## src/rtl/onehot_gen.sv

```systemverilog
// onehot_gen: binary index to one-hot encoder with a walking-one sequencer.
//   - IDLE: each accepted encode request yields 1<<in_idx (or zero + out_err
//     when the index is beyond DATA_WIDTH) one cycle later.
//   - WALK: after walk_start, emits walk_len+1 words, each rotated left by one
//     from the previous, advancing on every output handshake.
//   - One output register; a word is held stable until out_ready.
// Optional build macro ONEHOT_GEN_CHECK_EN adds a sticky checker that flags
// any valid, non-error word whose popcount is not exactly one (chk_fail).
// Without the macro, chk_fail is tied low and no checker logic is built.
module onehot_gen #(
   parameter int DATA_WIDTH = 32,
   parameter int IDX_WIDTH  = 5
) (
   input  logic                  clk,
   input  logic                  resetn,
   input  logic                  in_valid,
   output logic                  in_ready,
   input  logic [IDX_WIDTH-1:0]  in_idx,
   input  logic                  walk_start,
   input  logic [IDX_WIDTH-1:0]  walk_idx,
   input  logic [IDX_WIDTH-1:0]  walk_len,
   output logic                  out_valid,
   input  logic                  out_ready,
   output logic [DATA_WIDTH-1:0] out_data,
   output logic                  out_err,
   output logic                  busy,
   output logic                  chk_fail
);

   typedef enum logic {ST_IDLE, ST_WALK} state_t;

   // DATA_WIDTH <= 2**IDX_WIDTH, so it always fits in IDX_WIDTH+1 bits
   localparam logic [IDX_WIDTH:0]    DW_L = (IDX_WIDTH+1)'(DATA_WIDTH);
   localparam logic [DATA_WIDTH-1:0] ONE  = DATA_WIDTH'(1);

   state_t                state_q,     state_d;
   logic                  out_valid_q, out_valid_d;
   logic [DATA_WIDTH-1:0] out_data_q,  out_data_d;
   logic                  out_err_q,   out_err_d;
   logic [IDX_WIDTH-1:0]  walk_cnt_q,  walk_cnt_d;   // words left after the current one

   logic                  out_free;
   logic                  out_hs;
   logic                  enc_go;
   logic                  walk_go;
   logic                  idx_oob;
   logic [IDX_WIDTH-1:0]  walk_mod;

   assign out_free = !out_valid_q || out_ready;
   assign out_hs   = out_valid_q && out_ready;
   // walk_start blocks encode acceptance so a walk always wins a tie
   assign in_ready = (state_q == ST_IDLE) && out_free && !walk_start;
   assign enc_go   = in_valid && in_ready;
   assign walk_go  = walk_start && (state_q == ST_IDLE) && out_free;
   assign idx_oob  = ({1'b0, in_idx} >= DW_L);
   assign walk_mod = IDX_WIDTH'({1'b0, walk_idx} % DW_L);

   // Next-state: load encode/walk words, rotate on walk handshakes, drain otherwise
   always_comb begin
      state_d     = state_q;
      out_valid_d = out_valid_q;
      out_data_d  = out_data_q;
      out_err_d   = out_err_q;
      walk_cnt_d  = walk_cnt_q;
      case (state_q)
         ST_IDLE: begin
            if (walk_go) begin
               state_d     = ST_WALK;
               out_valid_d = 1'b1;
               out_data_d  = ONE << walk_mod;
               out_err_d   = 1'b0;
               walk_cnt_d  = walk_len;
            end else if (enc_go) begin
               out_valid_d = 1'b1;
               out_data_d  = idx_oob ? '0 : (ONE << in_idx);
               out_err_d   = idx_oob;
            end else if (out_hs) begin
               out_valid_d = 1'b0;
            end
         end
         ST_WALK: begin
            if (out_hs) begin
               if (walk_cnt_q == '0) begin
                  state_d     = ST_IDLE;
                  out_valid_d = 1'b0;
               end else begin
                  walk_cnt_d = walk_cnt_q - IDX_WIDTH'(1);
                  out_data_d = {out_data_q[DATA_WIDTH-2:0], out_data_q[DATA_WIDTH-1]};
               end
            end
         end
         default: state_d = ST_IDLE;
      endcase
   end

   // FSM and output register; reset drops any pending word or walk
   always_ff @(posedge clk or negedge resetn) begin
      if (!resetn) begin
         state_q     <= ST_IDLE;
         out_valid_q <= 1'b0;
         out_data_q  <= '0;
         out_err_q   <= 1'b0;
         walk_cnt_q  <= '0;
      end else begin
         state_q     <= state_d;
         out_valid_q <= out_valid_d;
         out_data_q  <= out_data_d;
         out_err_q   <= out_err_d;
         walk_cnt_q  <= walk_cnt_d;
      end
   end

   assign out_valid = out_valid_q;
   assign out_data  = out_data_q;
   assign out_err   = out_err_q;
   assign busy      = (state_q == ST_WALK);

`ifdef ONEHOT_GEN_CHECK_EN
   logic chk_fail_q, chk_fail_d;

   // Sticky flag: a presented non-error word must carry exactly one set bit
   always_comb begin
      chk_fail_d = chk_fail_q;
      if (out_valid_q && !out_err_q && ($countones(out_data_q) != 1))
         chk_fail_d = 1'b1;
   end

   // Checker flop, cleared only by reset
   always_ff @(posedge clk or negedge resetn) begin
      if (!resetn) chk_fail_q <= 1'b0;
      else         chk_fail_q <= chk_fail_d;
   end

   assign chk_fail = chk_fail_q;
`else
   assign chk_fail = 1'b0;
`endif

endmodule

```

## config.mk

```make
export PLATFORM = sky130hd
export DESIGN_NAME = onehot_gen
export DESIGN_NICKNAME = d
export VERILOG_FILES = /design/src/rtl/onehot_gen.sv
export SDC_FILE = /design/constraint.sdc
export NUM_CORES = 1
export LEC_CHECK = 0
export CAP_MARGIN = 20
export CORE_AREA = 2 2 85 87
export CTS_BUF_LIST = sky130_fd_sc_hd__clkbuf_4 sky130_fd_sc_hd__clkbuf_8 sky130_fd_sc_hd__clkbuf_16
export CTS_CLUSTER_DIAMETER = 50
export DETAILED_ROUTE_END_ITERATION = 7
export DIE_AREA = 0 0 87 89
export PLACE_DENSITY = 0.66
export SETUP_SLACK_MARGIN = 0.3
export SLEW_MARGIN = 20
export SYNTH_ARGS = -nofsm -noshare
export SYNTH_HDL_FRONTEND = slang
export SYNTH_SLANG_ARGS = --single-unit
```

## constraint.sdc

```tcl
create_clock -name clk -period 2.7 [get_ports clk]
set_clock_uncertainty 0.05 [all_clocks]
set_input_delay 0.54 -clock clk [delete_from_list [all_inputs] [get_ports clk]]
set_output_delay 0.54 -clock clk [all_outputs]
set_load 0.005 [all_outputs]
```

## Yosys cells after proc, flatten, opt, wreduce, memory -nomap -nowiden

Cells that the tools add are included.

| storage, ports and cells | value |
|---|---|
| word-level logic and storage cells | 51 |
| bits of input ports | 20 |
| latch bits | 0 |
| memory bits (read-only) | 0 |
| memories kept | 0 |
| memory bits (writable) | 0 |
| output and inout port bits | 37 |
| bits in registers | 40 |

| operators by class | value |
|---|---|
| multiply operators | 0 |
| reductions and logical operators | 15 |
| bitwise operators | 1 |
| div/mod/pow operators | 0 |
| multiplexer cells | 21 |
| eq/ne operators | 6 |
| shifts and indexed selects | 2 |
| $add $sub $neg | 1 |
| $lt $le $gt $ge | 0 |

Operators with widths:

| operator | number |
|---|---|
| $mux 32 | 4 |
| $pmux 32 s2 | 1 |
| $shl 1x5->32 const A | 2 |
| $mux 5 | 3 |
| $mux 1 | 10 |
| $pmux 5 s2 | 1 |
| $reduce_and 3->1 | 3 |
| $logic_and 1x1->1 | 6 |
| $logic_not 5->1 | 1 |
| $sub 5x1->5 const B | 1 |
| $ne 2x1->1 const B | 2 |
| $ne 2x2->1 const B | 2 |
| $ne 4x4->1 const B | 1 |
| $pmux 1 s2 | 2 |
| $ne 3x3->1 const B | 1 |
| $logic_not 1->1 | 2 |
| $reduce_and 2->1 | 1 |
| $reduce_bool 2->1 | 1 |
| $logic_or 1x1->1 | 1 |
| $not 1->1 | 1 |

## Depth between registers and ports, before layout

| depth | value |
|---|---|
| word-level depth | 8 |
| mapped depth | 7 |

## Worst setup path before layout

No wires, ideal clock.

| timing path | value |
|---|---|
| path kind | register to output |
| start | register state_q, in the netlist busy |
| end | output in_ready |
| data arrival time | 1,223 ps |
| stages on the path, launching flop included | 5 |
| setup slack | 887 ps |
| path through | dfrtp_1 > buf_4 > clkbuf_1 > buf_1 > nor3_1 |

| on the way | value |
|---|---|
| word-level cells in the longest chain between the ends | 3 |

Ends and longest elaborated chain:

| item | line | text |
|---|---|---|
| start, declared | 36 | `state_t state_q, state_d;` |
| start signal, assigned | 105 | `state_q <= state_d;` |
| $not 1->1 (no source line) | - |  |
| $logic_and 1x1->1 (2 in a row) | 52 | `assign in_ready = (state_q == ST_IDLE) && out_free && !walk_start;` |
| end, declared | 17 | `output logic in_ready,` |

Every way passes these cells.

## Worst setup path after layout

| timing path | value |
|---|---|
| start | input out_ready |
| end | output in_ready |

| on the way | value |
|---|---|
| word-level cells in the longest chain between the ends | 3 |

Ends and longest elaborated chain:

| item | line | text |
|---|---|---|
| start, declared | 23 | `input logic out_ready,` |
| $logic_or 1x1->1 | 49 | `assign out_free = !out_valid_q \|\| out_ready;` |
| $logic_and 1x1->1 (2 in a row) | 52 |  |

Every way passes these cells.

==> results.cfg <==
[layout]
area_growth_pct = 35.9
layout.area.seq_um2 = 976
layout-drive-gt1-share_pct = 9.30
num_antenna_cells = 0
nFillCells = 657
layout.nets = 321
multi_input_area_um2 = 1040

[pwr]
p_per_area_nw_per_um2 = 1230
leakage_nw = 1.09
ir_drop_uv = 442
total_power_w = 0.00351

[synth]
yosys_register_bits = 39
ys_seq_area_share_pct = 46.4
syn_inst = 242
synth-warning-count = 0
ys_types = 35
synth.avg_cell_area_um2 = 8.69
synth_area_um2 = 2100

[route]
ant_nets = 0
vias = 2137
firstDrtPassIters = 4
wire_per_inst_um = 15.8
drtIter0Drc = 124
via_per_inst = 5.61
drc = 0
wl_um = 6020

[critical_path]
startpoint = out_ready
critical_path_class = in2out
reg2reg_depth = 6
worstReg2RegEnd = out_data[0]$_DFFE_PN0P_
worstPathMaxFanout = 2
critPathCapture = in_ready
timing.rr.start = walk_cnt_q[0]$_DFFE_PN0P_
critPathArrivalTime_ns = 1.75
r2r_slack_ns = 0.65
critPathLaunchType = input pin
cp-end-kind = output port
cp_data_required_time_ns = 2.11

[clocking]
root_buffer = clkbuf_8
cts_made_buffers = 5
cts_setup_buffers = 0
clock_latency_ns = 0.29
cts_max_level = 2
cts.repair.resized = 2
clk_pin_slew_ns = 0.07
clockBufferDepth = 2
cts_sinks = 39
cts_hold_buffers = 0
cts_tree = yes

[die]
coreArea_um2 = 6720
ios = 57
fp.dieArea_um2 = 7740
die_x_um = 87
start_util_pct = 31.3
die_h_um = 89
rows = 30

[place]
dp_slack_ns = 0.153
gp_congestion = 0.806
io_buffers = 54
hpwl_um = 4280

[timing]
min_period_over_period_pct = 86.6
setup_ws_ns = 0.361
hold_viol = 0
slew_headroom_pct = 41.4
final.min_clock_period_ns = 2.34
max_freq_mhz = 427
grt_setup_unrepaired = false
slew_viol_final = 0
setup_viol = 0
worst_pin_slew_ns = 0.879
final.setup.tns_ns = 0

[grt]
grt.total_usage_pct = 16.0
first_global_vias = 1909
antenna_found_initial = 0
grt_pass1_wl_um = 9630
grt.overflow.total = 0
grt_max_degree = 40

[worst_hold_path]
hold_path_class = in2async

[status]
status = complete, no violations

[job]
drv_cap = 0
==> report_power, final <==
part | switching, W | leakage (nW) | internal (W)
Sequential | 0.000280 | 0.439 | 0.000894
Clock | 0.000202 | 0.0491 | 0.000202
Combinational | 0.000933 | 0.607 | 0.00100
==> registers in the layout, indices dropped and copies added (netlist names) <==
| register | cells |
|---|---|
| walk_cnt_q | 5 |
| out_valid | 1 |
| busy | 1 |
| out_data | 32 |
==> metrics by stage <==
stage               cells  hold WS (ns)  utilization [%]  area [um^2]
global placement      373         0.499             41.2         2770
CTS                   381         0.348             42.6         2860
floorplan             243         0.194                -         2110
finish                381         0.316             42.6         2860
global route          381         0.384             42.6         2860
detailed placement    373         0.503             41.2         2770
==> worst min path at each step <==
stage                                    from                   endpoint  slack [ns]  depth (start not counted)
floorplan                              resetn             busy$_DFF_PN0_        0.19                          0
global placement    walk_cnt_q[0]$_DFFE_PN0P_  walk_cnt_q[0]$_DFFE_PN0P_        0.50                          1
detailed placement  walk_cnt_q[0]$_DFFE_PN0P_  walk_cnt_q[0]$_DFFE_PN0P_        0.50                          1
CTS                                    resetn  walk_cnt_q[1]$_DFFE_PN0P_        0.35                          1
global route                           resetn  walk_cnt_q[1]$_DFFE_PN0P_        0.38                          1
finish                                 resetn      out_valid$_DFFE_PN0P_        0.32                          1
==> critical path: stages <==
cell	delay [ns]
clkdlybuf4s50_1	0.48
nor2b_1	0.07
nor3_2	0.13
clkdlybuf4s50_1	0.53
==> layout by cell type, fill, tap and decap left out, types with 2 or more instances in the layout <==
master / instances
a211oi_1: 3
a21oi_1: 42
buf_4: 14
clkbuf_4: 2
clkbuf_8: 5
clkdlybuf4s50_1: 52
conb_1: 2
dfrtp_1: 39
inv_1: 4
nand2_1: 10
nand2b_1: 8
nand4_1: 2
nor2_1: 33
nor2b_1: 2
nor3_1: 3
nor4_1: 2
nor4b_1: 5
o21ai_0: 7
o21ai_1: 8
o22ai_1: 40
==> kinds of logic (layout without fill, tap and decap cells) <==
kind of cell | Yosys count | after routing | share of synthesized area (%)
compound gates | 108 | 108 | 30.5
other cells | 1 | 2 | 0.178
buf+inv | 22 | 80 | 5.12
flops | 39 | 39 | 46.4
simple gates | 71 | 71 | 17.3
fa+ha+maj | 1 | 1 | 0.595
==> layout make-up <==
class / count / share of cell area, %
Multi-Input combinational cell: 182 / 36.4
Sequential cell: 39 / 34.1
Timing Repair Buffer: 68 / 22.4
Tap cell: 80 / 3.50
Clock buffer: 7 / 2.93
Inverter: 4 / 0.525
Clock inverter: 1 / 0.175
==> Yosys cell counts (all sizes together) <==
master   n  area, um^2
o221ai   1        8.76
nor2b    2        12.5
a221o    1        10.0
nor4b    6        67.6
o221a    1        11.3
clkbuf   8        30.0
a221oi   1        15.0
nor3     4        20.0
or3      1        6.26
and4     1        8.76
nand2   10        37.5
ha       1        12.5
nand3    1        5.00
conb     1        3.75
a211oi   3        22.5
buf     10        62.6
a21oi   42         210
nor2    33         124
o21ai   15        75.1
a22o     1        8.76
o22ai   41         263
nor4     2        12.5
nand4    2        12.5
a41oi    1        8.76
nand2b   8        50.1
dfrtp   39         976
inv      4        15.0
o21bai   1        7.51
and3     1        6.26
==> routing by layer <==
| metal | up-vias | GRT usage (%) | routed length, um |
|---|---|---|---|
| met5 | - | 0 | 0 |
| met4 | 0 | 4.97 | 84 |
| met3 | 10 | 3.60 | 406 |
| met2 | 86 | 23.7 | 2720 |
| met1 | 1009 | 23.3 | 2810 |
| li1 | 1032 | - | - |
Note: power is estimated with default switching activity, not from simulation.
